==> config.mk <==
export PLATFORM = sky130hd
export DESIGN_NAME = lbus_arbiter_flat
export DESIGN_NICKNAME = d
export VERILOG_FILES = /design/src/rtl/lbus_if.sv /design/src/rtl/lbus_arbiter.sv /design/src/flat_wrapper.sv
export SDC_FILE = /design/constraint.sdc
export NUM_CORES = 1
export LEC_CHECK = 0
export CAP_MARGIN = 25
export CORE_AREA = 2 2 85 87
export CTS_BUF_LIST = sky130_fd_sc_hd__clkbuf_8 sky130_fd_sc_hd__clkbuf_16
export DETAILED_ROUTE_END_ITERATION = 12
export DIE_AREA = 0 0 87 89
export PLACE_DENSITY = 0.38
export REMOVE_ABC_BUFFERS = 1
export SYNTH_ARGS = -nofsm -noshare
export SYNTH_HDL_FRONTEND = slang
export SYNTH_SLANG_ARGS = --single-unit
==> constraint.sdc <==
create_clock -name CLOCK -period 2.4 [get_ports CLOCK]
set_input_delay 0.6 -clock CLOCK [delete_from_list [all_inputs] [get_ports CLOCK]]
set_output_delay 0.6 -clock CLOCK [all_outputs]
set_load 0.02 [all_outputs]
==> src/rtl/lbus_if.sv <==
// Local-bus arbitration signal bundle: master requests and bus handshake in,
// grants, qualified ready and timeout status out.
interface lbus_if #(
  parameter int ERRCNT_W = 8
);
  logic                HOLD0;
  logic                HOLD1;
  logic                EN0;
  logic                EN1;
  logic                ADSn;
  logic                READYn;
  logic                HOLDA0;
  logic                HOLDA1;
  logic                READY_OUTn;
  logic                TIMEOUT_ERR;
  logic                ERR_SRC;
  logic [ERRCNT_W-1:0] ERR_COUNT;

  // Requester/target side of the bus.
  modport master (
    output HOLD0, HOLD1, EN0, EN1, ADSn, READYn,
    input  HOLDA0, HOLDA1, READY_OUTn, TIMEOUT_ERR, ERR_SRC, ERR_COUNT
  );

  // Arbiter side of the bus.
  modport slave (
    input  HOLD0, HOLD1, EN0, EN1, ADSn, READYn,
    output HOLDA0, HOLDA1, READY_OUTn, TIMEOUT_ERR, ERR_SRC, ERR_COUNT
  );
endinterface

==> src/rtl/lbus_arbiter.sv <==
// Two-master round-robin local-bus arbiter with a per-transaction watchdog that
// aborts a stalled cycle by faking READY and logging the offending master.
module lbus_arbiter #(
  parameter int TIMEOUT  = 64,
  parameter int ERRCNT_W = 8
) (
  input logic  CLOCK,
  input logic  RESETn,
  lbus_if.slave bus
);

  typedef enum logic [2:0] {
    IDLE   = 3'd0,
    GRANT0 = 3'd1,
    GRANT1 = 3'd2,
    ABORT  = 3'd3,
    TURN   = 3'd4
  } state_e;

  localparam logic [7:0] TIMEOUT_C = 8'(TIMEOUT);

  state_e              state_q, state_d;
  logic                last_q, last_d;
  logic [7:0]          wd_cnt_q, wd_cnt_d;
  logic                wd_armed_q, wd_armed_d;
  logic                holda0_q, holda0_d;
  logic                holda1_q, holda1_d;
  logic                timeout_err_q, timeout_err_d;
  logic                err_src_q, err_src_d;
  logic [ERRCNT_W-1:0] err_count_q, err_count_d;

  logic valid0, valid1;
  logic owner;
  logic owner_hold;

  assign valid0     = bus.HOLD0 & bus.EN0;
  assign valid1     = bus.HOLD1 & bus.EN1;
  assign owner      = (state_q == GRANT1);
  assign owner_hold = owner ? bus.HOLD1 : bus.HOLD0;

  always_comb begin
    // NOTE: every signal gets a default before the case so no path infers a latch.
    state_d       = state_q;
    last_d        = last_q;
    wd_cnt_d      = '0;
    wd_armed_d    = 1'b0;
    timeout_err_d = 1'b0;
    err_src_d     = err_src_q;
    err_count_d   = err_count_q;

    unique case (state_q)
      IDLE: begin
        if (valid0 && valid1) state_d = last_q ? GRANT0 : GRANT1;
        else if (valid0)      state_d = GRANT0;
        else if (valid1)      state_d = GRANT1;
      end

      GRANT0, GRANT1: begin
        // Arm on the first strobe; later strobes leave a running count alone.
        wd_armed_d = wd_armed_q | ~bus.ADSn;
        wd_cnt_d   = wd_cnt_q;
        if (wd_armed_d) begin
          if (bus.READYn) begin
            wd_cnt_d = wd_cnt_q + 8'd1;
          end else begin
            wd_cnt_d   = '0;
            wd_armed_d = 1'b0;
          end
        end

        // Timeout takes priority over a simultaneous release of HOLD.
        if (wd_armed_d && (wd_cnt_d == TIMEOUT_C)) begin
          state_d       = ABORT;
          timeout_err_d = 1'b1;
          err_src_d     = owner;
          err_count_d   = (err_count_q == '1) ? err_count_q : err_count_q + 1'b1;
          wd_cnt_d      = '0;
          wd_armed_d    = 1'b0;
        end else if (!owner_hold) begin
          state_d    = TURN;
          last_d     = owner;
          wd_cnt_d   = '0;
          wd_armed_d = 1'b0;
        end
      end

      ABORT:   state_d = err_src_q ? GRANT1 : GRANT0;
      TURN:    state_d = IDLE;
      default: state_d = IDLE;
    endcase

    holda0_d = (state_d == GRANT0) | ((state_d == ABORT) & ~err_src_d);
    holda1_d = (state_d == GRANT1) | ((state_d == ABORT) &  err_src_d);
  end

  // NOTE: sequential state uses non-blocking assignments so every flop samples pre-edge values.
  always_ff @(posedge CLOCK or negedge RESETn) begin
    if (!RESETn) begin
      state_q       <= IDLE;
      last_q        <= 1'b1;
      wd_cnt_q      <= '0;
      wd_armed_q    <= 1'b0;
      holda0_q      <= 1'b0;
      holda1_q      <= 1'b0;
      timeout_err_q <= 1'b0;
      err_src_q     <= 1'b0;
      err_count_q   <= '0;
    end else begin
      state_q       <= state_d;
      last_q        <= last_d;
      wd_cnt_q      <= wd_cnt_d;
      wd_armed_q    <= wd_armed_d;
      holda0_q      <= holda0_d;
      holda1_q      <= holda1_d;
      timeout_err_q <= timeout_err_d;
      err_src_q     <= err_src_d;
      err_count_q   <= err_count_d;
    end
  end

  assign bus.HOLDA0      = holda0_q;
  assign bus.HOLDA1      = holda1_q;
  assign bus.READY_OUTn  = (state_q == ABORT) ? 1'b0 : bus.READYn;
  assign bus.TIMEOUT_ERR = timeout_err_q;
  assign bus.ERR_SRC     = err_src_q;
  assign bus.ERR_COUNT   = err_count_q;

endmodule

==> src/flat_wrapper.sv <==
// flat-port wrapper written by rule: the top's interface ports become plain ports
module lbus_arbiter_flat 
#(
  parameter int TIMEOUT  = 64,
  parameter int ERRCNT_W = 8
)
  (CLOCK, RESETn, bus_HOLD0, bus_HOLD1, bus_EN0, bus_EN1, bus_ADSn, bus_READYn, bus_HOLDA0, bus_HOLDA1, bus_READY_OUTn, bus_TIMEOUT_ERR, bus_ERR_SRC, bus_ERR_COUNT);
  lbus_if #(.ERRCNT_W(ERRCNT_W)) bus_i ();
  input logic CLOCK;
  input logic RESETn;
  input wire logic [$bits(bus_i.HOLD0)-1:0] bus_HOLD0;
  input wire logic [$bits(bus_i.HOLD1)-1:0] bus_HOLD1;
  input wire logic [$bits(bus_i.EN0)-1:0] bus_EN0;
  input wire logic [$bits(bus_i.EN1)-1:0] bus_EN1;
  input wire logic [$bits(bus_i.ADSn)-1:0] bus_ADSn;
  input wire logic [$bits(bus_i.READYn)-1:0] bus_READYn;
  output wire logic [$bits(bus_i.HOLDA0)-1:0] bus_HOLDA0;
  output wire logic [$bits(bus_i.HOLDA1)-1:0] bus_HOLDA1;
  output wire logic [$bits(bus_i.READY_OUTn)-1:0] bus_READY_OUTn;
  output wire logic [$bits(bus_i.TIMEOUT_ERR)-1:0] bus_TIMEOUT_ERR;
  output wire logic [$bits(bus_i.ERR_SRC)-1:0] bus_ERR_SRC;
  output wire logic [$bits(bus_i.ERR_COUNT)-1:0] bus_ERR_COUNT;
  assign bus_i.HOLD0 = bus_HOLD0;
  assign bus_i.HOLD1 = bus_HOLD1;
  assign bus_i.EN0 = bus_EN0;
  assign bus_i.EN1 = bus_EN1;
  assign bus_i.ADSn = bus_ADSn;
  assign bus_i.READYn = bus_READYn;
  assign bus_HOLDA0 = bus_i.HOLDA0;
  assign bus_HOLDA1 = bus_i.HOLDA1;
  assign bus_READY_OUTn = bus_i.READY_OUTn;
  assign bus_TIMEOUT_ERR = bus_i.TIMEOUT_ERR;
  assign bus_ERR_SRC = bus_i.ERR_SRC;
  assign bus_ERR_COUNT = bus_i.ERR_COUNT;
  lbus_arbiter #(.TIMEOUT(TIMEOUT), .ERRCNT_W(ERRCNT_W)) u_core (.CLOCK(CLOCK), .RESETn(RESETn), .bus(bus_i));
endmodule
# Word-level counts from Yosys, hierarchy flattened

Index checks and enable logic that the tools add are counted.

Flip-flop bits (word level): 25
Input bits: 8
Output and inout port bits: 13

$add $sub $neg: 2
Equal/unequal tests: 8
Multiplexer cells: 26
Bitwise operators: 12
Reductions and logical operators: 6

Operators by type and width:

| cell                                                            | number |
|---|---|
| 8-bit 2-to-1 mux                                                | 6 |
| 8-bit by 1-bit adder with 8-bit output, second input constant   | 2 |
| 3-bit 2-to-1 mux                                                | 5 |
| 3-bit by 2-bit == test with 1-bit output, second input constant | 4 |
| 1-bit 2-to-1 mux                                                | 12 |
| 3-bit case mux with 3 select lines                              | 1 |
| 8-bit by 7-bit == test with 1-bit output, second input constant | 1 |
| 8-bit == test, second input constant                            | 1 |
| 3-bit by 1-bit == test with 1-bit output, second input constant | 2 |
| 3-bit AND reduction                                             | 2 |
| 1-bit inverter                                                  | 5 |
| 1-bit bitwise AND                                               | 4 |
| 2-bit 2-to-1 mux                                                | 2 |
| 3-bit logical NOT                                               | 1 |
| 1-bit OR                                                        | 3 |
| 1-bit logical AND                                               | 2 |
| 2-bit OR reduction                                              | 1 |

# Logic depth before layout (Yosys ltp)

Word-level depth: 11
Depth in mapped cells: 7
Depth with buffers taken out: 6

# Least setup slack after synthesis

No wires, ideal clock.

Kind: in2reg
Start: input bus_READYn
End: register u_core.err_count_q[1], in the netlist u_core.bus.ERR_COUNT[1]
Library setup time: 0.128 ns
Arrival: 2.083 ns
Data required time: 2.272 ns
Slack: 0.189 ns
Cell stages on the path: 6
Buffers on the path: 1
Cell sequence: buf_2 > or2_2 > a221oi_1 > a311o_2 > nand3_1 > mux2_1

Longest elaborated chain between the ends: 6
Elaborated cells on any way between the ends: 9
Those cells by class: 1 x eq/ne; 6 x mux; 2 x reduce/logical

RTL lines:

| item                                     | RTL line            | text |
|---|---|---|
| start: declaration                       | flat_wrapper.sv:16  | `input wire logic [$bits(bus_i.READYn)-1:0] bus_READYn;` |
| 8-bit 2-to-1 mux                         | lbus_arbiter.sv:63  | `if (bus.READYn) begin` |
| 8-bit 2-to-1 mux                         | lbus_arbiter.sv:62  | `if (wd_armed_d) begin` |
| 8-bit 2-to-1 mux                         | lbus_arbiter.sv:51  | `unique case (state_q)` |
| 8-bit by 7-bit == test with 1-bit output | lbus_arbiter.sv:72  | `if (wd_armed_d && (wd_cnt_d == TIMEOUT_C)) begin` |
| 1-bit logical AND *                      | lbus_arbiter.sv:72  |  |
| 3-bit AND reduction (no line) *          | -                   |  |
| end signal: assignment                   | lbus_arbiter.sv:117 | `err_count_q <= err_count_d;` |
| end: declaration                         | lbus_arbiter.sv:30  | `logic [ERRCNT_W-1:0] err_count_q, err_count_d;` |

Every way passes the cells marked *; elsewhere a longest branch is shown, timed or not. The select of a mux whose other input is x is not followed.
A chain may end at the register's enable or synchronous reset.

# Worst setup path in the final report

Start: input bus_ADSn
End: register u_core.err_count_q[6], in the netlist u_core.bus.ERR_COUNT[6]

Longest elaborated chain between the ends: 7
Elaborated cells on any way between the ends: 9
Those cells by class: 1 x eq/ne; 4 x mux; 2 x bitwise; 2 x reduce/logical

RTL lines:

| item                                     | RTL line           | text |
|---|---|---|
| start: declaration                       | flat_wrapper.sv:15 | `input wire logic [$bits(bus_i.ADSn)-1:0] bus_ADSn;` |
| 1-bit inverter *                         | lbus_arbiter.sv:60 | `wd_armed_d = wd_armed_q \| ~bus.ADSn;` |
| 1-bit OR *                               | lbus_arbiter.sv:60 |  |
| 8-bit 2-to-1 mux                         | lbus_arbiter.sv:62 |  |
| 8-bit 2-to-1 mux                         | lbus_arbiter.sv:51 |  |
| 8-bit by 7-bit == test with 1-bit output | lbus_arbiter.sv:72 |  |
| 1-bit logical AND *                      | lbus_arbiter.sv:72 |  |
| 3-bit AND reduction (no line) *          | -                  |  |

Marked as above.

==> flow_summary.json <==
{
  "syn_avg_cell_area_sq_um": 9.38,
  "drtAntennaViolNets": 0,
  "cpPeakStageDelay_ps": 530,
  "rows": 30,
  "cts_tree": "done",
  "crit_buf_inv": 4,
  "die_y_um": 89,
  "grt_pass1_vias": 1342,
  "grtUsageTotal": 0.105,
  "crit_path_end_kind": "flip-flop",
  "drtIter0Drc": 75,
  "coreArea_sq_um": 6720,
  "dp_hpwl_um": 2910,
  "root_buffer": "clkbuf_8",
  "grt_start_max_net_pins": 26,
  "final.fill_count": 702,
  "nets": 213,
  "avgRoutedWirePerCell_um": 14.0,
  "final.setup.tns_ps": 0,
  "cts_sinks": 25,
  "synth_ff_type": "dfrtp_1",
  "htree_levels": 1,
  "crit_slowest_cell": "clkdlybuf4s50_1",
  "crit_path_start_kind": "primary input",
  "vias": 1348,
  "yosysTopAreaCell": "dfrtp_1",
  "regArea_sq_um": 627,
  "cp_common_cell": "buf_4",
  "worstSetupPathType": "in -> reg",
  "maxSlewHeadroom": 0.762,
  "required_ps": 2560,
  "cpLargestDelayFamily": "buffers and inverters",
  "max-cap-violations": 0,
  "leakage_nw": 0.871,
  "start_util": 0.229,
  "drcViolationCount": 0,
  "synth_top_area_share": 0.391,
  "grt_overflow": 0,
  "yosysWarningCount": 0,
  "port_buffers": 20,
  "gp_congestion": 0.747,
  "worst_clock_skew_ps": 2.74,
  "ioPinCount": 21,
  "crit_arrival_ps": 2500,
  "drive_above_1_share": 0.228,
  "synth.distinct_cells": 47,
  "fin_crit_sh": 0.976,
  "netlist_area_sq_um": 1540,
  "clockBufferDepth": 2,
  "clkTransAtPathRegs_ps": 90,
  "status": "complete, no violations",
  "numCtsBuffers": 3,
  "tightest_slew_ps": 353,
  "fin_ws_ps": 58.1,
  "ys_ff_latch": 25,
  "fmax_mhz": 427,
  "grt_pass1_wl_um": 6440,
  "insertion_delay_ps": 270,
  "synthArstFlopShare": 1.00,
  "multi_input_area_sq_um": 887,
  "syn-instance-count": 164,
  "p_per_area_nw_per_um2": 541,
  "crit_chain": "clkdlybuf4s50_1 > nor2b_1 > buf_4 > a221oi_2 > buf_4 > a311oi_4 > buf_4 > nor3_2 > mux2_1",
  "final_max_slew_viol_count": 0,
  "pre_cts_slack_ps": -264,
  "routed_wl_um": 3940,
  "areaGrowthSynthToFinish_pct": 33.3,
  "dr.pass1.iters": 4,
  "hold_viol_final": 0,
  "antenna_found_initial": 0,
  "hold_class": "reg -> reg",
  "yosys-top-cells-area": "dfrtp_1 (39%), nor2b_1 (4.1%), xnor2_1 (4.0%), nand4_1 (3.3%), nor3_1 (2.9%)",
  "peakVddDrop_mv": 0.181,
  "dieArea_sq_um": 7740,
  "min_period_ps": 2340,
  "via_per_inst": 4.78,
  "critPathMaxFanout": 4,
  "synth_edf_count": 0,
  "yosysSeqAreaShare": 0.408,
  "finalSetupViolations": 0,
  "diodes": 0,
  "fp.dieW_um": 87
}
[worst min-delay path: stages, from the launching register on]
cell and delay (ps):
dfstp_2 380, inv_1 50, o22ai_1 80
[where the power goes]
part	switching, W	internal [W]	leakage, nW
Combinational	0.000171	0.000153	0.503
Clock	0.000139	0.000116	0.0255
Sequential	0.0000594	0.000470	0.342
[kinds of logic after synthesis]
logic type / count (synthesis) / share of synthesized area
buf+inv: 13 / 0.0504
xor+xnor: 12 / 0.0683
simple gates: 82 / 0.298
compound gates: 27 / 0.138
flops: 25 / 0.408
mux: 3 / 0.0212
fa+ha+maj: 2 / 0.0163
[sequential cells by signal, summed over array words and instances (netlist names)]
register	cells
u_core.bus.HOLDA0	1
u_core.bus.ERR_COUNT	8
u_core.bus.TIMEOUT_ERR	1
u_core.wd_cnt_q	8
u_core.wd_armed_q	1
u_core.state_q	3
u_core.bus.HOLDA1	1
u_core.bus.ERR_SRC	1
u_core.last_q	1
[cell type report]
| type | count | area share |
|---|---|---|
| well taps | 80 | 0.0488 |
| flip-flops and latches | 25 | 0.306 |
| multi-input cells | 126 | 0.433 |
| clock inverters | 1 | 0.00244 |
| repair buffers | 43 | 0.183 |
| inverters | 4 | 0.00733 |
| clock buffers | 3 | 0.0201 |
[synth_stat cells, drive strengths merged, types with 3 or more instances]
library cell  number
dfrtp             24
nand2             11
nor3              11
nor2b             10
nand3              8
nand4              8
nor2               8
a21oi              7
buf                7
xnor2              7
nand2b             6
xor2               5
and3               4
inv                4
and2               3
nor4               3
o21ai              3
or2                3
or3                3
[cell usage in the layout, fill, tap and decap left out, drive strengths merged, types with 3 or more instances in the layout]
cell type      instances
nand2b                 6
a21oi                  7
or3                    3
or2                    3
clkbuf                 3
nor4                   3
inv                    4
nor3                  11
and3                   4
xnor2                  7
nand3                  8
nor2b                 10
clkdlybuf4s50         18
nor2                   8
dfrtp                 24
nand2                 11
xor2                   5
nand4                  8
o21ai                  3
buf                   23
and2                   3
[per-stage QoR]
| step | hold slack (ps) | utilization | instances | total power (W) | cell area (sq um) |
|---|---|---|---|---|---|
| 3_3_place_gp | 482 | 0.288 | 276 | 0.000854 | 1930 |
| 6_report | 501 | 0.305 | 282 | 0.00111 | 2050 |
| 4_1_cts | 503 | 0.294 | 280 | 0.00112 | 1980 |
| 2_1_floorplan | 304 | - | 155 | 0.000712 | 1480 |
| 5_1_grt | 528 | 0.305 | 282 | 0.00119 | 2050 |
| 3_5_place_dp | 491 | 0.288 | 276 | 0.000850 | 1930 |
[layer usage]
metal | GRT usage | wire length (um) | vias up
li1 | - | - | 670
met4 | 0.0426 | 47 | 0
met3 | 0.0129 | 82 | 2
met5 | 0 | 0 | -
met2 | 0.187 | 1940 | 12
met1 | 0.129 | 1870 | 664
[repair_timing]
| item | 4_1_cts | 5_1_grt |
|---|---|---|
| gates resized for setup | 1 | 11 |
| setup buffers | 0 | 2 |
| setup endpoints to repair | 1 | 14 |
| hold buffers | 0 | 0 |
| pin swaps | 0 | 2 |
| gates cloned | 0 | 0 |
[worst paths after layout]
| path | from | end | slack, ps | cells after the start |
|---|---|---|---|---|
| min in group asynchronous | RESETn | u_core.wd_cnt_q[4] | 700 | 2 |
| worst min-delay path | u_core.last_q | u_core.last_q | 500 | 2 |
| worst max register to register | u_core.wd_cnt_q[1] | u_core.wd_cnt_q[5] | 130 | 8 |
| worst min register to register | u_core.last_q | u_core.last_q | 500 | 2 |
| max in group asynchronous | RESETn | u_core.last_q | 1410 | 2 |
| worst max-delay path | bus_ADSn | u_core.bus.ERR_COUNT[6] | 60 | 9 |
Note: power is estimated with default switching activity, not from simulation.
